<file path="config.mk">
export PLATFORM = sky130hd
export DESIGN_NAME = hdmi_qsys_sysid_timeout
export DESIGN_NICKNAME = d
export VERILOG_FILES = /design/src/rtl/hdmi_qsys_sysid_pkg.sv /design/src/rtl/hdmi_qsys_sysid_timeout.sv
export SDC_FILE = /design/constraint.sdc
export NUM_CORES = 1
export LEC_CHECK = 0
export ABC_AREA = 1
export BUFFER_PORTS_ARGS = -buffer_cell sky130_fd_sc_hd__buf_2
export CAP_MARGIN = 30
export CORE_ASPECT_RATIO = 1.25
export CORE_MARGIN = 4
export CORE_UTILIZATION = 30
export CTS_BUF_LIST = sky130_fd_sc_hd__clkbuf_16
export DETAILED_ROUTE_END_ITERATION = 8
export GPL_TIMING_DRIVEN = 0
export HOLD_SLACK_MARGIN = 0.05
export PLACE_DENSITY = 0.44
export SETUP_SLACK_MARGIN = 0.3
export SLEW_MARGIN = 15
export SYNTH_ARGS = -nofsm -noshare
export SYNTH_HDL_FRONTEND = slang
export SYNTH_SLANG_ARGS = --single-unit
</file>
<file path="constraint.sdc">
create_clock -name clock -period 6 [get_ports clock]
set_clock_uncertainty 0.1 [all_clocks]
set_input_delay 1.2 -clock clock [delete_from_list [all_inputs] [get_ports clock]]
set_output_delay 1.2 -clock clock [all_outputs]
set_load 0.05 [all_outputs]
</file>
<file path="src/rtl/hdmi_qsys_sysid_pkg.sv">
// ---------------------------------------------------------------------------
// hdmi_qsys_sysid_pkg
// Shared definitions for the sysid checker: FSM state encoding, the sysid
// word addresses and the default identity values of the HDMI Qsys system.
// ---------------------------------------------------------------------------
package hdmi_qsys_sysid_pkg;

    typedef enum logic [1:0] {
        IDLE   = 2'd0,
        RD_ID  = 2'd1,
        RD_TS  = 2'd2,
        FINISH = 2'd3
    } state_t;

    // Word addresses inside the sysid slave
    localparam logic ADDR_ID = 1'b0;
    localparam logic ADDR_TS = 1'b1;

    // Identity of the system this checker was generated against
    localparam logic [31:0] DEFAULT_EXPECTED_ID = 32'd0;
    localparam logic [31:0] DEFAULT_EXPECTED_TS = 32'd1539604058;

    // Width of the stall counter; covers TIMEOUT_CYCLES up to 65535
    localparam int TMO_W = 16;

endpackage

</file>
<file path="src/rtl/hdmi_qsys_sysid_timeout.sv">
// ---------------------------------------------------------------------------
// hdmi_qsys_sysid_timeout
// Counts stall cycles of one Avalon read and flags when the stall that is
// currently in progress would bring the count up to the limit.
//
// Ports:
//   clock    in   rising-edge clock
//   reset_n  in   synchronous active-low reset
//   clear    in   zero the counter (no read in flight / read accepted)
//   enable   in   one stall cycle is happening this cycle
//   limit    in   number of stall cycles allowed per read (>= 1)
//   expired  out  this stall cycle is the limit-th one; give up the read
// ---------------------------------------------------------------------------
module hdmi_qsys_sysid_timeout
    import hdmi_qsys_sysid_pkg::*;
(
    input  logic             clock,
    input  logic             reset_n,
    input  logic             clear,
    input  logic             enable,
    input  logic [TMO_W-1:0] limit,
    output logic             expired
);

    logic [TMO_W-1:0] count;

    always_ff @(posedge clock) begin
        if (!reset_n) begin
            count <= '0;
        end else if (clear) begin
            count <= '0;
        end else if (enable && !expired) begin
            count <= count + 1'b1;
        end
    end

    // Widened compare so a limit of 65535 cannot wrap the increment
    assign expired = enable &&
                     (({1'b0, count} + {{TMO_W{1'b0}}, 1'b1}) >= {1'b0, limit});

endmodule

</file>
# Word-level counts from Yosys, hierarchy flattened
# Cells that the tools add are included.
# op_classes
n_bitwise	1
magnitude_cmp	1
addsub	2
n_reduce_logical	4
# ops
cell	count
$add 16x1->17 const B	1
$ge 17x16->1	1
$add 16x1->16 const B	1
$logic_and 1x1->1	2
$reduce_or 2->1	1
$logic_not 1->1	1
$not 1->1	1
# totals
inputBits	20
reg_bits	16
output_inout_bits	1
wordCells	9

# Logic depth before layout (Yosys ltp)
# Gate-level depths: netlist of the first run.
# depth
depth_word	5
mapped_depth	19
mapped_depth_nobuf	18

# Worst setup path before layout of the first run
# OpenSTA, ideal clock, no wires.
# synth_timing
kind	input port to output port
start	in limit[8]
end	out expired
path_slack_ns	1.538
path_stages	8
arrival_ns	3.162
required_time_ns	4.700
n_path_buf	0
path_cell_list	inv_1 ha_1 nand2_1 nor2_1 nand2_1 o21ai_1 a21oi_1 a21boi_0
# synth_between
elab_chain_cells	2
# synth_rtl
element	line_no	source
from (decl)	hdmi_qsys_sysid_timeout.sv:21	input logic [TMO_W-1:0] limit,
$ge 17x16->1	hdmi_qsys_sysid_timeout.sv:39	(({1'b0, count} + {{TMO_W{1'b0}}, 1'b1}) >= {1'b0, limit});
$logic_and 1x1->1	hdmi_qsys_sysid_timeout.sv:38	assign expired = enable &&
to (decl)	hdmi_qsys_sysid_timeout.sv:22	output logic expired
# Every way passes these cells.

# Worst setup path in the final report of the first run
# layout_timing
start	reg count[0]
end	out expired
# layout_between
elab_chain_cells	3
# layout_rtl
element	line_no	source
from (decl)	hdmi_qsys_sysid_timeout.sv:25	logic [TMO_W-1:0] count;
from (signal assigned)	hdmi_qsys_sysid_timeout.sv:33	count <= count + 1'b1;
$add 16x1->17	hdmi_qsys_sysid_timeout.sv:39	
$ge 17x16->1	hdmi_qsys_sysid_timeout.sv:39	
$logic_and 1x1->1	hdmi_qsys_sysid_timeout.sv:38	
# Every way passes these cells.

==> results of run 1 <==
[area by class of cell]
| class | instances | area [µm²] | area share |
|---|---|---|---|
| multi-input combinational | 174 | 930 | 0.537 |
| clock buffer | 3 | 75.1 | 0.0434 |
| inverter | 53 | 199 | 0.115 |
| timing repair buffer | 20 | 100 | 0.0578 |
| sequential | 16 | 320 | 0.185 |
| buffer | 4 | 31.3 | 0.0181 |
| tap | 60 | 75.1 | 0.0434 |
[per-layer routing]
metal | up-vias | track usage | part of all wire
met5 | - | 0 | 0
met4 | 0 | 0.0462 | 0.016
met3 | 4 | 0.0162 | 0.031
met2 | 19 | 0.224 | 0.51
met1 | 581 | 0.144 | 0.44
li1 | 777 | - | -
[worst min-delay path by stage]
stage,cells past startpoint,from,slack (ns),to
final,4,count[1]$_SDFFE_PP0P_,0.44,count[1]$_SDFFE_PP0P_
after global routing,4,count[1]$_SDFFE_PP0P_,0.48,count[1]$_SDFFE_PP0P_
after CTS,4,count[1]$_SDFFE_PP0P_,0.44,count[1]$_SDFFE_PP0P_
after detailed placement,4,count[1]$_SDFFE_PP0P_,0.43,count[1]$_SDFFE_PP0P_
after global placement,4,count[1]$_SDFFE_PP0P_,0.43,count[1]$_SDFFE_PP0P_
after floorplan,4,count[1]$_SDFFE_PP0P_,0.41,count[1]$_SDFFE_PP0P_
[synthesized netlist by cell type]
cell and instances:
nand3_2 1, a21o_1 1, nor3_1 3, nor2_1 48, buf_6 2, inv_1 53
nand3b_1 1, nand2_1 68, nand3_1 4, o21ai_1 1, o21ai_0 4, nand4_1 2
nor2_2 4, a21oi_1 5, dfxtp_1 16, clkbuf_1 1, nand2_2 2, a21boi_0 1
ha_1 17, xor2_1 11, nand3_4 1, buf_2 1
[worst max-delay path: stages, from the launching register on]
cell	delay [ns]
dfxtp_1	0.41
ha_1	0.23
nand2_2	0.09
nor2_2	0.16
nand2_1	0.11
nor2_1	0.12
xor2_1	0.15
inv_1	0.07
ha_1	0.30
nand2_1	0.06
nor2_1	0.16
nand2_1	0.07
o21ai_1	0.16
a21oi_1	0.15
a21boi_0	0.17
buf_2	0.28
[logic make-up (layout without fill, tap and decap cells)]
family,Yosys count,in the layout
simple gates,134,134
buf+inv,57,80
fa+ha+maj,17,17
flops,16,16
compound gates,12,12
xor+xnor,11,11
[where the power goes]
group	internal [mW]	switching [mW]	total (mW)
Clock	0.0877	0.0441	0.132
Combinational	0.0237	0.0343	0.0581
Sequential	0.111	0.00398	0.115
==> flow_summary.toml, run 1 <==
[synth]
yosysUniqueCellTypes = 22
synth_nets = 284
yosys.area_share.simple = 0.375
synthXorXnorAreaFrac = 0.0651
synth_top_family_by_area = "simple AND/OR/NAND/NOR gates"
synthCells = 247
synth-compound-area-share = 0.0440
yosys.area.top_type = "dfxtp_1"
yosysSeqAreaShare = 0.216
synth_area_leaders = "dfxtp_1 (22%), nand2_1 (17%), ha_1 (14%)"
yosys_warnings = 0
synth_top_area_frac = 0.216
syn_area_um2 = 1480
synth-adder-area-share = 0.144
synthMuxAreaShare = 0
synth_area_per_cell_um2 = 5.99
ys_ff_latch = 16

[floorplanning]
row_count = 28
die_w_um = 70.8
core-area_um2 = 4760
initial_core_util = 0.311
die_h_um = 86.5
ioPinCount = 21
die_area_um2 = 6130

[timing]
finalHoldWorstSlack_ns = 0.442
maxSlewViolCount = 0
worst_slew_pin_slew_ns = 0.484
hold_violations = 0
period_share = 0.709
max_freq_mhz = 235
rsz0062_at_grt = "false"
slew_headroom = 0.677
setup_slack_ns = 1.75
setup_violations = 0
final.setup.tns_ns = 0
final.min_clock_period_ns = 4.25

[route]
firstDrtPassIters = 4
wl_per_cell_um = 10.0
wl_mm = 3.30
avgViaCountPerCell = 4.18
vias = 1381
ant_nets = 0
drcViolationCount = 0
drt_iter0_drc = 50

[placed_design]
dp_slack_ns = 1.92
hpwl_mm = 2.74
port_buffers = 20
place_inst = 327
placed_cell_area_um2 = 1660
finalWeightedCongestion = 0.716

[clock_tree]
cts_sinks = 16
clk_pin_slew_ns = 0.05
cts_buffers = 3
cts_tree = "built"
cts_setup_buffers = 0
h-tree-depth = 1
cts-root-buf = "clkbuf_16"
clk_latency_ns = 0.25
cts_resized = 0
clockBufferDepth = 2
cts_hold_buf = 0

[layout]
n_antenna_cell = 0
fin_nets = 309
synthToLayoutAreaGrowth_pct = 16.9
final_cell_mix = "nand2_1 (68), inv_1 (53), nor2_1 (48)"
post-route-util = 0.363
fillCellCount = 556
mostFrequentLayoutCell = "nand2_1"
top_register = "count"
top_regs = "count: 16 flops"
fin_area_um2 = 1730
instances_no_fill = 330
largest_register_ffs = 16
drive_gt1_frac = 0.126

[worst_hold_path]
hold_path_class = "reg2reg"

[global_routing]
antenna_found_initial = 0
grt_pass1_wl_mm = 5.96
grt_overflow = 0
grt_max_degree = 11
grt_usage = 0.122
grt_pass1_vias = 1368

[setup_path]
cp_max_fo = 5
startpoint_type = "register"
r2r_cells = 17
critPathCaptureType = "output pin"
path_class = "reg2out"
cp.arrival_ns = 2.95
crit_end = "expired"
r2r_slack_ns = 2.92
r2r-end = "count[7]$_SDFFE_PP0P_"
required_ns = 4.70
timing.rr.start = "count[0]$_SDFFE_PP0P_"
crit_start = "count[0]$_SDFFE_PP0P_"

[run]
maxCapViolCount = 0

[power_and_ir_drop]
p_leak_nw = 0.966
powerDensity_nw_per_um2 = 176
peakVddDrop_uv = 83.4
total_power_mw = 0.305

[run_status]
status = "completed"
No activity file was read; power rests on OpenSTA's default activity.
==> inputs of run 2 (changes only) <==
- PLACE_DENSITY: 0.44 -> 0.46
- clock period: 6 -> 3.7 ns (I/O delays scaled with it)
==> flow_summary.toml, run 2 (synthesis gave the netlist of run 1 again) <==
[layout]
n_antenna_cell = 0
top_regs = "count: 16 flops"
mostFrequentLayoutCell = "nand2_1"
fillCellCount = 557
fin_nets = 317
final_cell_mix = "nand2_1 (60), inv_1 (52), nor2_1 (40)"
top_register = "count"
drive_gt1_frac = 0.266
largest_register_ffs = 16
instances_no_fill = 338
synthToLayoutAreaGrowth_pct = 33.3

[power_and_ir_drop]
p_leak_nw = 1.03
powerDensity_nw_per_um2 = 257
peakVddDrop_uv = 114

[clock_tree]
cts_sinks = 16
clockBufferDepth = 2
cts_buffers = 3
clk_latency_ns = 0.25
cts-root-buf = "clkbuf_16"
cts_tree = "built"
clk_pin_slew_ns = 0.05
h-tree-depth = 1

[setup_path]
critPathMaxStageDelay_ns = 0.38
cp_cell_sequence = "ha_4, nand2_4, nor2_4, nand2_2, nor2_2, xor2_1, inv_2, ha_4, nand2_4, nor2_4, nand2_2, o21ai_2, a21oi_2, a21boi_2, buf_6"
path_class = "reg2out"
cp.arrival_ns = 2.45
startpoint_type = "register"
cp_max_fo = 4
critPathCaptureType = "output pin"
crit_path_top_delay_cell = "dfxtp_4"
required_ns = 2.86

[floorplanning]
ioPinCount = 21
initial_core_util = 0.311
die_area_um2 = 6130
die_w_um = 70.8
die_h_um = 86.5
core-area_um2 = 4760
row_count = 28

[global_routing]
grt_overflow = 0
antenna_found_initial = 0
grt_max_degree = 11
grt_usage = 0.123
grt_pass1_vias = 1383
grt_pass1_wl_mm = 5.98

[timing]
slew_headroom = 0.669
period_share = 0.889
setup_violations = 0
rsz0062_at_grt = "true"
max_freq_mhz = 304
maxSlewViolCount = 0
hold_violations = 0
final.setup.tns_ns = 0
worst_slew_pin_slew_ns = 0.494
final.min_clock_period_ns = 3.29

[route]
wl_per_cell_um = 9.94
firstDrtPassIters = 4
drcViolationCount = 0
vias = 1414
ant_nets = 0
drt_iter0_drc = 24
wl_mm = 3.36
avgViaCountPerCell = 4.18

[placed_design]
finalWeightedCongestion = 0.735
hpwl_mm = 2.67
place_inst = 327
port_buffers = 20

[run]
maxCapViolCount = 0

[run_status]
status = "completed"

[worst_hold_path]
hold_path_class = "reg2reg"
## run 2: cell types whose count changed in the layout (fill, tap and decap cells not counted), moves of 5 or more
| cell | delta |
|---|---|
| buf_4 | +8 |
| nand2_1 | -8 |
| nor2_1 | -8 |
| nand2_2 | +6 |
| nor2_4 | +6 |
| dfxtp_1 | -5 |
## run 2: final timing paths
check | from | end | slack [ns] | cells past startpoint
setup / recovery | count[0]$_SDFFE_PP0P_ | expired | 0.41 | 15
hold / removal | count[12]$_SDFFE_PP0P_ | count[12]$_SDFFE_PP0P_ | 0.46 | 4
setup reg to reg | count[2]$_SDFFE_PP0P_ | count[7]$_SDFFE_PP0P_ | 0.96 | 17
hold reg to reg | count[12]$_SDFFE_PP0P_ | count[12]$_SDFFE_PP0P_ | 0.46 | 4
## run 2: critical path: cells and delay by family, from the launching register on
kind                     cells  cell delay (ns)
AND/OR/NAND/NOR              7             0.59
adder cells (fa/ha/maj)      2             0.45
flip-flops                   1             0.38
XOR/XNOR                     1             0.18
AO/OA/AOI/OAI                3             0.36
buffers and inverters        2             0.25
## run 2: layout make-up
cell class                      count  area (µm²)  area share
Sequential cell                    16         334       0.169
Timing Repair Buffer               28         166      0.0843
Clock buffer                        3        75.1      0.0380
Buffer                              4        31.3      0.0159
Multi-Input combinational cell    174        1090       0.554
Tap cell                           60        75.1      0.0380
Inverter                           53         199       0.101
## run 2: per-layer routing
layer | GRT usage | part of all wire | vias up
li1 | - | - | 795
met1 | 0.143 | 0.43 | 599
met2 | 0.224 | 0.52 | 16
met3 | 0.0220 | 0.035 | 4
met4 | 0.0410 | 0.014 | 0
met5 | 0 | 0 | -
## run 2: timing repair
item | CTS | global route
cloned | 0 | 0
pin swaps | 10 | 19
setup endpoints to repair | 1 | 1
gates resized for setup | 26 | 23
hold buffers | 0 | 0
setup buffers | 5 | 3
## run 2: where the power goes
| group | internal [mW] | switching, mW |
|---|---|---|
| Clock | 0.142 | 0.0661 |
| Combinational | 0.0476 | 0.0634 |
| Sequential | 0.179 | 0.00830 |
## run 2: through the flow
| stage | area [µm²] | total power, mW | hold slack [ns] | setup WS [ns] | utilization |
|---|---|---|---|---|---|
| floorplan | 1480 | 0.258 | 0.406 | 0.451 | - |
| global placement | 1660 | 0.286 | 0.436 | 0.140 | 0.348 |
| detailed placement | 1660 | 0.286 | 0.437 | 0.141 | 0.348 |
| CTS | 1870 | 0.511 | 0.454 | 0.301 | 0.393 |
| global route | 1970 | 0.544 | 0.487 | 0.267 | 0.414 |
| finish | 1970 | 0.507 | 0.461 | 0.409 | 0.414 |
==> inputs of run 3 (changes only) <==
- RECOVER_POWER: not set -> 25
==> flow_summary.toml, run 3 (synthesis gave the netlist of run 1 again) <==
[placed_design]
hpwl_mm = 2.67
port_buffers = 20
finalWeightedCongestion = 0.735

[global_routing]
grt_overflow = 0
antenna_found_initial = 0
grt_usage = 0.123
grt_pass1_wl_mm = 5.98
grt_max_degree = 11
grt_pass1_vias = 1383

[route]
vias = 1415
wl_per_cell_um = 9.93
avgViaCountPerCell = 4.19
drcViolationCount = 0
ant_nets = 0
wl_mm = 3.36
drt_iter0_drc = 24
firstDrtPassIters = 4

[setup_path]
cp_max_fo = 4
critPathCaptureType = "output pin"
required_ns = 2.86
cp.arrival_ns = 2.48
path_class = "reg2out"
startpoint_type = "register"

[power_and_ir_drop]
peakVddDrop_uv = 114
total_power_mw = 0.506
powerDensity_nw_per_um2 = 257
p_leak_nw = 1.03

[clock_tree]
cts_buffers = 3
clockBufferDepth = 2
clk_pin_slew_ns = 0.05
cts-root-buf = "clkbuf_16"
cts_tree = "built"
cts_hold_buf = 0
h-tree-depth = 1
clk_latency_ns = 0.25
cts_sinks = 16

[floorplanning]
ioPinCount = 21
die_w_um = 70.8
initial_core_util = 0.311
die_area_um2 = 6130
row_count = 28
die_h_um = 86.5
core-area_um2 = 4760

[layout]
fillCellCount = 557
mostFrequentLayoutCell = "nand2_1"
top_regs = "count: 16 flops"
synthToLayoutAreaGrowth_pct = 32.8
largest_register_ffs = 16
final_cell_mix = "nand2_1 (60), inv_1 (52), nor2_1 (40)"
n_antenna_cell = 0
top_register = "count"
post-route-util = 0.413
fin_nets = 317
drive_gt1_frac = 0.259

[timing]
max_freq_mhz = 301
setup_violations = 0
period_share = 0.898
maxSlewViolCount = 0
slew_headroom = 0.668
worst_slew_pin_slew_ns = 0.496
final.setup.tns_ns = 0
hold_violations = 0
final.min_clock_period_ns = 3.32
rsz0062_at_grt = "true"

[worst_hold_path]
hold_path_class = "reg2reg"

[run]
maxCapViolCount = 0

[run_status]
status = "completed"
run 3: path summary, 6_finish.rpt:
| kind | startpoint | to | slack (ns) | depth (start not counted) |
|---|---|---|---|---|
| max | count[2]$_SDFFE_PP0P_ | expired | 0.38 | 14 |
| min | count[12]$_SDFFE_PP0P_ | count[12]$_SDFFE_PP0P_ | 0.46 | 4 |
| max reg2reg | count[2]$_SDFFE_PP0P_ | count[7]$_SDFFE_PP0P_ | 0.85 | 17 |
| min reg2reg | count[12]$_SDFFE_PP0P_ | count[12]$_SDFFE_PP0P_ | 0.46 | 4 |
run 3: final cells by class:
cell class	count	area, µm²	area share
Tap cell	60	75.1	0.0382
Timing Repair Buffer	28	163	0.0827
Multi-Input combinational cell	174	1090	0.554
Sequential cell	16	334	0.170
Buffer	4	31.3	0.0159
Inverter	53	199	0.101
Clock buffer	3	75.1	0.0382
run 3: metrics by stage:
stage | instances | instance area, µm² | setup WS (ns) | hold WS, ns
after global placement | 327 | 1660 | 0.140 | 0.436
final | 338 | 1970 | 0.376 | 0.461
after global routing | 338 | 1970 | 0.188 | 0.487
after floorplan | 247 | 1480 | 0.451 | 0.406
after detailed placement | 327 | 1660 | 0.141 | 0.437
after CTS | 335 | 1870 | 0.301 | 0.454
run 3: repair_timing:
action	CTS	global route
cloned	0	0
endpoints found under the setup margin	1	1
buffers inserted	5	3
gates resized for setup	26	23
pin swaps	10	19
hold endpoints to repair	0	0
run 3: layer usage:
layer,up-vias,global-route usage,wire length (µm)
met4,0,0.0410,47
met5,-,0,0
met1,603,0.143,1470
met3,4,0.0220,108
li1,794,-,-
met2,14,0.224,1730
run 3: power by group:
| group | switching [mW] | internal, mW | total [mW] | leakage [nW] |
|---|---|---|---|---|
| logic | 0.0630 | 0.0469 | 0.110 | 0.860 |
| clock network | 0.0660 | 0.142 | 0.208 | 0.0370 |
| registers | 0.00831 | 0.179 | 0.188 | 0.134 |
| total | 0.137 | 0.368 | 0.506 | 1.03 |
run 3: worst max-delay path: stages (launching register included):
cell      delay [ns]
dfxtp_4         0.38
nand3_4         0.10
nor2_4          0.18
nand2_1         0.12
nor2_2          0.11
xor2_1          0.15
inv_1           0.07
ha_1            0.28
nand2_2         0.10
inv_1           0.05
a21oi_2         0.15
o21ai_2         0.07
a21oi_1         0.22
a21boi_2        0.09
buf_6           0.16
